--- src/rtl/press_timer.sv ---
// rtl/press_timer.sv - per-press cycle counter flagging when the allowed wait has run out
module press_timer #(
  parameter int TIMEOUT_CYCLES = 500
) (
  input  logic clk,
  input  logic resetn,
  input  logic clr,
  input  logic en,
  output logic expired
);

  localparam int CW = (TIMEOUT_CYCLES > 1) ? $clog2(TIMEOUT_CYCLES) : 1;

  logic [CW-1:0] count;

  always_ff @(posedge clk) begin
    if (!resetn) begin
      count <= '0;
    end else if (clr) begin
      count <= '0;
    end else if (en) begin
      count <= count + 1'b1;
    end
  end

  assign expired = (count == CW'(TIMEOUT_CYCLES - 1));

endmodule

--- config.mk ---
export PLATFORM = sky130hd
export DESIGN_NAME = press_timer
export DESIGN_NICKNAME = d
export VERILOG_FILES = /design/src/rtl/press_timer.sv
export SDC_FILE = /design/constraint.sdc
export NUM_CORES = 1
export LEC_CHECK = 0
export BUFFER_PORTS_ARGS = -buffer_cell sky130_fd_sc_hd__buf_2
export CAP_MARGIN = 25
export CORE_AREA = 5 5 42 44
export CTS_CLUSTER_SIZE = 28
export DETAILED_ROUTE_END_ITERATION = 8
export DIE_AREA = 0 0 47 49
export GPL_TIMING_DRIVEN = 0
export MAX_ROUTING_LAYER = met4
export PLACE_DENSITY = 0.6
export SLEW_MARGIN = 20
export SYNTH_ARGS = -nofsm -noshare
export SYNTH_HDL_FRONTEND = slang
export SYNTH_SLANG_ARGS = --single-unit
--- constraint.sdc ---
create_clock -name clk -period 2.5 [get_ports clk]
set_clock_uncertainty 0.15 [all_clocks]
set_input_delay 0.375 -clock clk [delete_from_list [all_inputs] [get_ports clk]]
set_output_delay 0.375 -clock clk [all_outputs]
set_load 0.01 [all_outputs]
# Word level (Yosys, flattened, before mapping)
# Cells that the tools add are included.
[word_totals]
inputBits = 4
register_bits = 9
output_inout_bits = 1
word_cells = 5
[op_classes]
n_bitwise = 1
add_sub_neg = 1
n_eq_ne = 1
reduce_logical = 1
[ops]
columns = ["operator", "n"]
rows = [
  ["$add A9 B1 Y9 const B", 1],
  ["$eq A9 B9 Y1 const B", 1],
  ["$reduce_or A2 Y1", 1],
  ["$not A1 Y1", 1],
]

# Depth between registers and ports, before layout
[logic_depth]
word_depth = 2
mapped_depth = 4
ltp_nobuf = 4

# Worst setup path before layout
# No wires, ideal clock.
[synth_path]
path_type = "input to register"
from = "input port clr"
to = "register count[7]"
path_buffers = 1
arrival_time_ps = 1191
setup_slack_ps = 1100
cell_stages = 4
setup_ps = 59
required_ps = 2291
cell_sequence = "nand2b_1 buf_2 or4_1 nand2_1"
[synth_between]
elab_chain_len = 1
[synth_lines]
columns = ["item", "line_no", "text"]
rows = [
  ["from (decl)", "7", "input logic clr,"],
  ["$reduce_or A2 Y1 (no source line)", "-", ""],
  ["to (signal assigned)", "22", "count <= count + 1'b1;"],
  ["to (decl)", "14", "logic [CW-1:0] count;"],
]
# Every way passes these cells.
# A chain may end at the register's enable or synchronous reset.

# Worst setup path after layout
[layout_path]
from = "register count[0]"
to = "output port expired"
[layout_between]
elab_chain_len = 1
[layout_lines]
columns = ["item", "line_no", "text"]
rows = [
  ["$eq A9 B9 Y1", "26", "assign expired = (count == CW'(TIMEOUT_CYCLES - 1));"],
  ["to (decl)", "9", "output logic expired"],
]
# Every way passes these cells.

==> impl_results.md <==
* Status: finished, final reports clean
* Worst EP required at ~2.0 ns
* Placed Area at approximately 470 um^2
* Core Rows at 14
* CP Launch Point: count[0]
* Final core occ at between 30% and 40%
* Crit Path Category: flop to primary output
* Setup Viol. Count Final at 0
* Post-Route WL at around 750 um
* CTS root buffer: clkbuf_4
* Overall Power at ~0.00027 W
* Crit Path Max Fanout at 6
* Post-CTS sizing at 0
* CTS tree: done
* Top delay family on crit path: flip-flops
* Vias in the first global route at 344
* Reg-to-Reg End: count[8]
* Gate Count Post-Synth at between 40 and 50
* Grt met3 use at ~2.2%
* Hold_buf cts at 0
* Reg with most FFs: count
* Final period utilization at 70.1%
* DP Cell Count at 68
* # DRC at 0
* Final hold vios at 0
* Post-layout instance area at between 400 and 500 um^2
* Core area at around 0.0014 mm^2
* Slowest-stage cell, CP: dfxtp_1
* Share of cells above drive strength 1 at roughly 16%
* Postcts setup bufs at 0
* Netlist cell types at 18
* Clock buffer depth at 2
* Top flop regs: count (9)
* Register bit total from synthesis at 9
* Clk sinks at 9
* WL/cell at 10.4 um
* R2R setup slack at 1.05 ns
* Leakage at around 0.18 nW
* Die area at between 0.002 and 0.0025 mm^2
* Htree depth at 1
* Max frequency at 570 MHz
* Startpoint Class: flop
* Via/cell ratio at a little under 5
* PD cells at between 500 and 600 mW/mm^2
* WP buf/inv at 1
* Slowest stage delay, CP at about 0.44 ns
* Syn-to-layout area delta at 14.1%
* Hold WC Path Type: primary input to flop
* Max reg flops at 9
* Setup crit end kind: primary output
* Iteration-0 DRC Markers at 5
* Mean Syn Cell Area at between 8 and 9 um^2
* Via Count at 358
* Initial Utilization at a little under a third
* Final min period at about 1.8 ns
* WHS Path Cells at 4
* Mapped cell area at roughly 440 um^2
* Slew Limit Headroom at ~85%
* Max-cap violations at 0
* Layout net count at between 60 and 70
* R2R Path Start: count[0]
* RD Place Congestion at between 0.6 and 0.7
* Global route hottest layer: met2
* Synth warn at 0
* Chip height at ~49 um
* DP HPWL at approximately 560 um
* Reg2reg path depth at 4
* Largest net degree at the start of global routing at 10
* Total grt overflow at 0
* Fillers at approximately 160
* First-pass GRT wire length at around 1400 um
* Num ports at 5
* Clock Pin Slew Worst Setup and Hold Paths at 0.06 ns
* Final non-filler cell total at 72
* RSZ-0062 raised after global routing: no
* CP Cell Sequence: ha_1 > nand4_1 > nor2_1 > buf_2
* Initial antenna violation count at 0
* Sequential area share after synthesis at between 40% and 50%
* # diodes at 0
* GRT Util Overall at under 10%
* Worst hold path endpoint: count[7]
* Final setup TNS at 0 ns
* Worst skew pair latency at 0.26 ns
* Final ANT Viol Nets at 0
* Crit path DAT at roughly 1.2 ns
* Slew Limit Fails at 0
* Met1 Resource Use GR at around a tenth
* # port buffers at 3
* Met2 Usage GRT at 11.1%
* DR pass1 iterations at 3
* Total CTS buffers at 3
* Chip width at between 40 and 50 um
* Maximum VDD drop at roughly 0.27 mV
* Worst Max-Slew Pin Slew at approximately 0.23 ns
* Net Count, Synth at between 50 and 60
* Hold_sp: clr
final cells by class:
type	instances	area, um^2	area share (%)
repair buffers	3	15.0	3.02
clock buffers	4	26.3	5.29
well taps	16	20.0	4.03
plain buffers	2	10.0	2.02
flip-flops and latches	9	180	36.3
multi-input cells	38	245	49.4
worst min-delay path: stages:
cell      delay, ns
buf_2          0.08
nor2b_1        0.04
o211ai_1       0.07
nand2_1        0.05
through the flow:
stage / hold WS, ns / setup slack (ns)
after detailed placement: 0.341 / 0.939
after global placement: 0.324 / 0.950
final: 0.244 / 0.746
after CTS: 0.241 / 0.724
after global routing: 0.258 / 0.629
after floorplan: 0.308 / 1.10
worst max path at each step:
stage	end	slack, ns	cells past startpoint
2_1_floorplan	count[7]	1.10	4
4_1_cts	expired	0.72	4
3_5_place_dp	count[7]	0.94	5
5_1_grt	expired	0.63	4
6_report	expired	0.75	4
3_3_place_gp	count[7]	0.95	5
logic make-up (layout without fill, tap and decap cells):
group	after synthesis	count (layout)	share of synthesized area, %
AOI/OAI and AO/OA	7	7	8.62
xor gates and xnor gates	4	4	8.05
adders and majority gates	2	2	5.75
buffers and inverters	2	9	2.30
DFF	9	9	41.4
muxes	1	1	2.30
and+or+nand+nor	24	24	31.6
where the power goes:
part	leakage (nW)	switching [W]	internal, W
Sequential	0.0726	0.00000195	0.000145
Clock	0.0150	0.0000520	0.0000616
Combinational	0.0934	0.00000632	0.00000547
Total	0.181	0.0000602	0.000212
routing by layer:
metal	routed length, um	vias up	part of all wire [%]
met3	19	5	2.5
met4	43	0	5.7
met1	344	161	46
met5	0	-	0
li1	-	187	-
met2	342	5	46
cells in the final DEF (no fill, tap or decap):
| master | count |
|---|---|
| o211ai_1 | 1 |
| nand2b_1 | 1 |
| nor2b_1 | 1 |
| xnor2_1 | 1 |
| clkbuf_1 | 1 |
| or3_1 | 3 |
| or4_1 | 1 |
| ha_1 | 2 |
| clkbuf_4 | 3 |
| nand2_1 | 4 |
| nand3_1 | 1 |
| a21oi_1 | 3 |
| nand4_4 | 1 |
| mux2i_1 | 1 |
| nand4_1 | 5 |
| nor2_1 | 7 |
| xor2_1 | 3 |
| o21ai_0 | 3 |
| buf_2 | 5 |
| dfxtp_1 | 9 |
cells in the mapped netlist, drive strengths merged:
master  count  area [um^2]
a21oi       3         15.0
buf         2         10.0
dfxtp       9          180
ha          2         25.0
mux2i       1         10.0
nand2       4         15.0
nand2b      1         6.26
nand3       1         5.00
nand4       6         52.6
nor2        7         26.3
nor2b       1         6.26
o211ai      1         7.51
o21ai       3         15.0
or3         3         18.8
or4         1         7.51
xnor2       1         8.76
xor2        3         26.3
(Power assumes the default switching activity.)
